### config.mk
export PLATFORM = sky130hd
export DESIGN_NAME = mem_req_ctrl
export DESIGN_NICKNAME = d
export VERILOG_FILES = /design/src/rtl/mem_req_ctrl.sv
export SDC_FILE = /design/constraint.sdc
export NUM_CORES = 1
export LEC_CHECK = 0
export BUFFER_PORTS_ARGS = -buffer_cell sky130_fd_sc_hd__buf_4
export CELL_PAD_IN_SITES_DETAIL_PLACEMENT = 0
export CELL_PAD_IN_SITES_GLOBAL_PLACEMENT = 2
export CORE_MARGIN = 5
export CORE_UTILIZATION = 27
export CTS_CLUSTER_SIZE = 8
export DETAILED_ROUTE_END_ITERATION = 8
export GPL_TIMING_DRIVEN = 0
export MAX_ROUTING_LAYER = met4
export PLACE_DENSITY = 0.83
export SLEW_MARGIN = 5
export SYNTH_ARGS = -nofsm -noshare
export SYNTH_HDL_FRONTEND = slang
export SYNTH_SLANG_ARGS = --single-unit
### constraint.sdc
create_clock -name clk_ -period 1.3 [get_ports clk_]
set_input_delay 0.195 -clock clk_ [delete_from_list [all_inputs] [get_ports clk_]]
set_output_delay 0.195 -clock clk_ [all_outputs]
set_load 0.02 [all_outputs]
### src/rtl/mem_req_ctrl.sv
// Request sequencer in front of a single-port synchronous memory.
// Define MEMCTL_CLEAR_EN to zero-fill the memory after every reset.
module mem_req_ctrl #(
  parameter int DATA_WIDTH = 8,
  parameter int ADDR_WIDTH = 5
) (
  input  logic                  clk_,
  input  logic                  rst,
  input  logic                  req_valid,
  output logic                  req_ready,
  input  logic                  req_wr,
  input  logic [ADDR_WIDTH-1:0] req_addr,
  input  logic [DATA_WIDTH-1:0] req_wdata,
  output logic                  rsp_valid,
  input  logic                  rsp_ready,
  output logic [DATA_WIDTH-1:0] rsp_rdata,
  output logic                  mem_rd,
  output logic                  mem_wr,
  output logic [ADDR_WIDTH-1:0] mem_addr,
  output logic [DATA_WIDTH-1:0] mem_wdata,
  input  logic [DATA_WIDTH-1:0] mem_rdata
);

  localparam logic [2:0] S_IDLE  = 3'd0;
  localparam logic [2:0] S_WRITE = 3'd1;
  localparam logic [2:0] S_READ  = 3'd2;
  localparam logic [2:0] S_CAPT  = 3'd3;
  localparam logic [2:0] S_RESP  = 3'd4;
`ifdef MEMCTL_CLEAR_EN
  localparam logic [2:0] S_CLEAR = 3'd5;
  localparam logic [2:0] S_RST   = S_CLEAR;
`else
  localparam logic [2:0] S_RST   = S_IDLE;
`endif

  logic [2:0]            state_q, state_d;
  logic                  req_ready_q, req_ready_d;
  logic                  rsp_valid_q, rsp_valid_d;
  logic [DATA_WIDTH-1:0] rsp_rdata_q, rsp_rdata_d;
  logic                  mem_rd_q, mem_rd_d;
  logic                  mem_wr_q, mem_wr_d;
  logic [ADDR_WIDTH-1:0] mem_addr_q, mem_addr_d;
  logic [DATA_WIDTH-1:0] mem_wdata_q, mem_wdata_d;

  always_comb begin
    state_d     = state_q;
    req_ready_d = req_ready_q;
    rsp_valid_d = rsp_valid_q;
    rsp_rdata_d = rsp_rdata_q;
    mem_rd_d    = 1'b0;
    mem_wr_d    = 1'b0;
    mem_addr_d  = mem_addr_q;
    mem_wdata_d = mem_wdata_q;
    unique case (state_q)
      S_IDLE: begin
        if (req_valid && req_ready_q) begin
          req_ready_d = 1'b0;
          mem_addr_d  = req_addr;
          if (req_wr) begin
            state_d     = S_WRITE;
            mem_wr_d    = 1'b1;
            mem_wdata_d = req_wdata;
          end else begin
            state_d  = S_READ;
            mem_rd_d = 1'b1;
          end
        end else begin
          req_ready_d = 1'b1;
        end
      end
      S_WRITE: begin
        state_d     = S_IDLE;
        req_ready_d = 1'b1;
      end
      S_READ: begin
        state_d = S_CAPT;
      end
      S_CAPT: begin
        state_d     = S_RESP;
        rsp_rdata_d = mem_rdata;
        rsp_valid_d = 1'b1;
      end
      S_RESP: begin
        if (rsp_ready) begin
          state_d     = S_IDLE;
          rsp_valid_d = 1'b0;
          req_ready_d = 1'b1;
        end
      end
`ifdef MEMCTL_CLEAR_EN
      // mem_wr_q low marks the first sweep cycle after reset
      S_CLEAR: begin
        mem_wdata_d = '0;
        if (!mem_wr_q) begin
          mem_wr_d   = 1'b1;
          mem_addr_d = '0;
        end else if (&mem_addr_q) begin
          state_d     = S_IDLE;
          req_ready_d = 1'b1;
        end else begin
          mem_wr_d   = 1'b1;
          mem_addr_d = mem_addr_q + ADDR_WIDTH'(1);
        end
      end
`endif
      default: begin
        state_d     = S_IDLE;
        req_ready_d = 1'b0;
        rsp_valid_d = 1'b0;
      end
    endcase
  end

  always_ff @(posedge clk_) begin
    if (rst) begin
      state_q     <= S_RST;
      req_ready_q <= 1'b0;
      rsp_valid_q <= 1'b0;
      rsp_rdata_q <= '0;
      mem_rd_q    <= 1'b0;
      mem_wr_q    <= 1'b0;
      mem_addr_q  <= '0;
      mem_wdata_q <= '0;
    end else begin
      state_q     <= state_d;
      req_ready_q <= req_ready_d;
      rsp_valid_q <= rsp_valid_d;
      rsp_rdata_q <= rsp_rdata_d;
      mem_rd_q    <= mem_rd_d;
      mem_wr_q    <= mem_wr_d;
      mem_addr_q  <= mem_addr_d;
      mem_wdata_q <= mem_wdata_d;
    end
  end

  assign req_ready = req_ready_q;
  assign rsp_valid = rsp_valid_q;
  assign rsp_rdata = rsp_rdata_q;
  assign mem_rd    = mem_rd_q;
  assign mem_wr    = mem_wr_q;
  assign mem_addr  = mem_addr_q;
  assign mem_wdata = mem_wdata_q;

endmodule

=== Word level (Yosys, flattened, before mapping) ===
Index checks and enable logic that the tools add are counted.

* Bits in registers: 28
* Latch bits: 0
* RAM bits: 0
* ROM bits: 0
* Bits of input ports: 26
* Output and inout bits: 25
* Word-level logic and storage cells: 39
* Memories: 0

* Add/subtract/negate cells: 0
* $mul: 0
* Div/mod/pow operators: 0
* Magnitude comparators: 0
* Equal/unequal tests: 6
* Shift operators: 0
* Mux-type cells: 11
* Bitwise logic cells: 4
* Reduce and logical (&&, ||, !) cells: 10

{| class="wikitable"
|+ Operator list
! cell !! number
|-
| case mux 3 bit (4 select lines) || 1
|-
| AND reduction 2 bit || 4
|-
| equality test 3 x 2 -> 1 bit, second input constant || 2
|-
| 2-to-1 mux 3 bit || 2
|-
| OR reduction 3 bit || 2
|-
| 2-to-1 mux 1 bit || 5
|-
| != test 2 bit, second input constant || 2
|-
| inverter 1 bit || 4
|-
| case mux 1 bit (4 select lines) || 1
|-
| equality test 3 x 1 -> 1 bit, second input constant || 1
|-
| equality test 3 bit, second input constant || 1
|-
| zero test 3 bit || 1
|-
| case mux 1 bit (3 select lines) || 1
|-
| AND reduction 3 bit || 1
|-
| 2-to-1 mux 2 bit || 1
|-
| OR reduction 2 bit || 1
|-
| logical AND 1 bit || 1
|}

=== Depth between registers and ports, before layout ===
* Depth in word-level cells: 4
* Gate-level depth with buffers: 5
* Mapped depth without buffers: 3

=== Worst setup path before layout ===
Ideal clock, no wire load.

* Path kind: register to register
* Start: register req_ready_q (netlist: req_ready)
* End: register mem_wdata_q[0] (netlist: mem_wdata[0])
* Setup time: 0.072 ns
* Arrival time: 1.181 ns
* Data required time: 1.228 ns
* Setup slack: 0.048 ns
* Stages on the path, launching flop included: 5
* Buffers on the path: 1
* Clock period less this slack: 1.252 ns
* Cells stage by stage: dfxtp_1 nand2_1 and4b_1 buf_4 mux2i_1

* Longest elaborated chain between the ends: 2

{| class="wikitable"
|+ Ends and longest elaborated chain
! item !! line !! source
|-
| start: declaration || 37 || <nowiki>logic req_ready_q, req_ready_d;</nowiki>
|-
| start signal: assignment || 126 || <nowiki>req_ready_q <= req_ready_d;</nowiki>
|-
| logical AND 1 bit || 56 || <nowiki>if (req_valid && req_ready_q) begin</nowiki>
|-
| AND reduction 3 bit (no line) || - ||
|-
| end signal: assignment || 132 || <nowiki>mem_wdata_q <= mem_wdata_d;</nowiki>
|-
| end: declaration || 43 || <nowiki>logic [DATA_WIDTH-1:0] mem_wdata_q, mem_wdata_d;</nowiki>
|}

Every way passes these cells.
A chain may end at the register's enable or synchronous reset.

=== Worst setup path after layout ===
* Start: register state_q[1]
* End: register rsp_rdata_q[5] (netlist: rsp_rdata[5])

* Longest elaborated chain between the ends: 1

{| class="wikitable"
|+ Ends and longest elaborated chain
! item !! line !! source
|-
| start: declaration || 36 || <nowiki>logic [2:0] state_q, state_d;</nowiki>
|-
| start signal: assignment || 125 || <nowiki>state_q <= state_d;</nowiki>
|-
| equality test 3 x 2 -> 1 bit || 54 || <nowiki>unique case (state_q)</nowiki>
|-
| end signal: assignment || 128 || <nowiki>rsp_rdata_q <= rsp_rdata_d;</nowiki>
|-
| end: declaration || 39 || <nowiki>logic [DATA_WIDTH-1:0] rsp_rdata_q, rsp_rdata_d;</nowiki>
|}

Every way passes these cells.

==> impl_metrics.toml <==
[logic_synthesis]
synth.area.top_cells = "dfxtp_1 48%, mux2i_1 18%, nand2b_1 14%"
ys_seq_elements = 28
synthXorXnorAreaFrac_pct = 0
ys_types = 26
async_reset_ff_share_pct = 0
avgSynthCellArea_um2 = 10.1
yosys.area_share.simple_pct = 25.6
ys_seq_area_share_pct = 47.8
synth_fa_ha_area_share_pct = 0
synth_most_common_cell = "dfxtp_1"
synth_nets = 142
netlist_instances = 116
yosysTopAreaCellShare_pct = 47.8
synth-edff-count = 0
synthTopCellsByCount = "28 x dfxtp_1, 26 x nand2b_1, 21 x mux2i_1"
synth_compound_area_share_pct = 4.37
yosys_warnings = 0
synthMuxAreaShare_pct = 17.9
syn-cell-area_um2 = 1170
synthFlopType = "dfxtp_1"
synth_top_area_cell = "dfxtp_1"
synth_top_family_by_area = "simple AND/OR/NAND/NOR gates"

[clock_network]
clk_latency_ns = 0.28
htreeDepth = 1
cts_max_path_buffers = 2
cts_tree = "done"
cts.sinks = 28
cts.hold.buffers_added = 0
cts-root-buf = "clkbuf_8"
clkTransAtPathRegs_ns = 0.10
cts_buffers = 3

[floorplan]
floorplan.initialDensity_pct = 27.3
core-area_um2 = 4290
rows = 24
boundaryPins = 51
die_area_um2 = 5770
fp.dieH_um = 75.9
die_w_um = 75.9

[route]
wire_per_inst_um = 12.5
avgViaCountPerCell = 4.26
firstDrtPassIters = 4
drc = 0
via_count = 950
final_antenna_net_count = 0
drtIter0Drc = 47
wl_um = 2790

[global_routing]
use_met2_pct = 16.2
globalRouteMet3Util_pct = 1.54
antenna_found_initial = 0
grt_overflow = 0
grt_max_degree = 17
grt_pass1_wl_um = 4730
busiest_layer = "met2"
use_met1_pct = 12.3
grt_usage_pct = 10.2
first_global_vias = 986

[power]
swShare_pct = 22.3
p_sw_uw = 416
power_mw = 1.86
p_clk_share_pct = 37.0
p_seq_share_pct = 49.0
power_frac_comb_pct = 14.0
powerDensity_nw_per_um2 = 1090
vdd_drop_max_uv = 377
p_int_mw = 1.44
power.leakage_nw = 0.779

[timing]
fin_tns_setup_ns = 0
post-route-min-period_ns = 1.23
min_period_over_period_pct = 94.7
tightest_slew_ns = 0.417
fin_ws_ns = 0.0689
skew_ns = 0.00371
max_freq_mhz = 812
max_slew_margin_pct = 72.2
fin_hold_ws_ns = 0.104
slew_violations = 0
rsz0062_at_grt = "false"
setup_violations = 0
hold_violations = 0

[setup_path]
setup.worst_path.start_class = "flip-flop"
endpoint_kind = "flip-flop"
worstSetupStartpoint = "state_q[1]"
crit_arrival_ns = 1.39
cp.required_ns = 1.46
r2r-start = "state_q[1]"
crit_type = "reg -> reg"
path_max_fanout = 10

[finish]
antenna_cells = 0
final_core_util_pct = 39.8
drive_gt1_share_pct = 36.8
multi_input_area_um2 = 569
ff_latch_area_um2 = 561
finalNonFillerCells = 223
nNetsFinal = 198
fill_cells = 433
syn_to_final_growth_pct = 45.6
design_area_um2 = 1710

[placed_design]
dp_cells = 218
gp_congestion = 0.644
io_buffers = 50
post-place-ws_ns = -0.0186
placed_area_um2 = 1610
dpl.hpwl_um = 2180

[hold_path]
min_from = "req_wr"
hp-class = "in -> reg"

[run_status]
run_status = "finished clean"

[flow_run]
cap_violations = 0
## cell type report
| cell class | count | share of cell area (%) |
|---|---|---|
| well taps | 52 | 3.81 |
| plain buffers | 7 | 2.64 |
| multi-input cells | 78 | 33.3 |
| flip-flops and latches | 28 | 32.8 |
| repair buffers | 52 | 22.8 |
| clock inverters | 1 | 1.76 |
| clock buffers | 3 | 2.42 |
| inverters | 2 | 0.439 |
## routing by layer
layer	vias to the layer above	wire length [um]
met5	-	0
met4	0	54
met3	5	95
met2	16	1440
met1	436	1200
li1	493	-
## registers in the layout (all words and copies together), names as in the netlist
name       count
mem_wr         1
mem_wdata      8
req_ready      1
state_q        3
mem_rd         1
rsp_valid      1
rsp_rdata      8
mem_addr       5
## path summary, 6_finish.rpt
path | cells past startpoint | slack (ns) | to
min reg2reg | 2 | 0.48 | mem_addr[4]
min | 2 | 0.10 | mem_rd
max reg2reg | 4 | 0.07 | rsp_rdata[5]
max | 4 | 0.07 | rsp_rdata[5]
## power groups by stage
stage / registers [mW] / clock network [mW] / logic [mW]
floorplan: 0.954 / 0 / 0.105
global placement: 0.924 / 0 / 0.256
detailed placement: 0.925 / 0 / 0.260
CTS: 0.905 / 0.710 / 0.268
global route: 0.916 / 0.744 / 0.285
finish: 0.911 / 0.689 / 0.260
## timing repair
action                     in CTS  in global routing
pin swaps                       1                  0
gates resized for setup         0                  4
setup endpoints to repair       6                 17
setup buffers                   2                  0
## critical path, stage by stage (launching register included)
cell and delay (ns):
dfxtp_1 0.53, nand3b_1 0.12, clkbuf_4 0.23, mux2i_1 0.19
nor2_1 0.05
## layout by cell type, fill, tap and decap left out
cell / count
buf_4: 52
dfxtp_1: 28
nand2b_1: 26
mux2i_1: 21
nor2_1: 10
clkbuf_1: 4
a21oi_1: 3
clkbuf_8: 3
buf_6: 2
o21ai_0: 2
nand2_1: 2
inv_1: 2
nand3b_1: 1
clkbuf_4: 1
nand2_2: 1
nor2_4: 1
o211ai_1: 1
a21boi_0: 1
and3_1: 1
nor4_4: 1
and4b_1: 1
nor3_1: 1
or2b_1: 1
nor4_1: 1
nor3b_2: 1
o2111a_1: 1
nor2b_1: 1
bufinv_16: 1
## logic make-up after synthesis
| family | Yosys count |
|---|---|
| compound gates | 8 |
| buf+inv | 10 |
| flops | 28 |
| mux | 21 |
| simple gates | 49 |
Power figures use the tool's default switching activity.
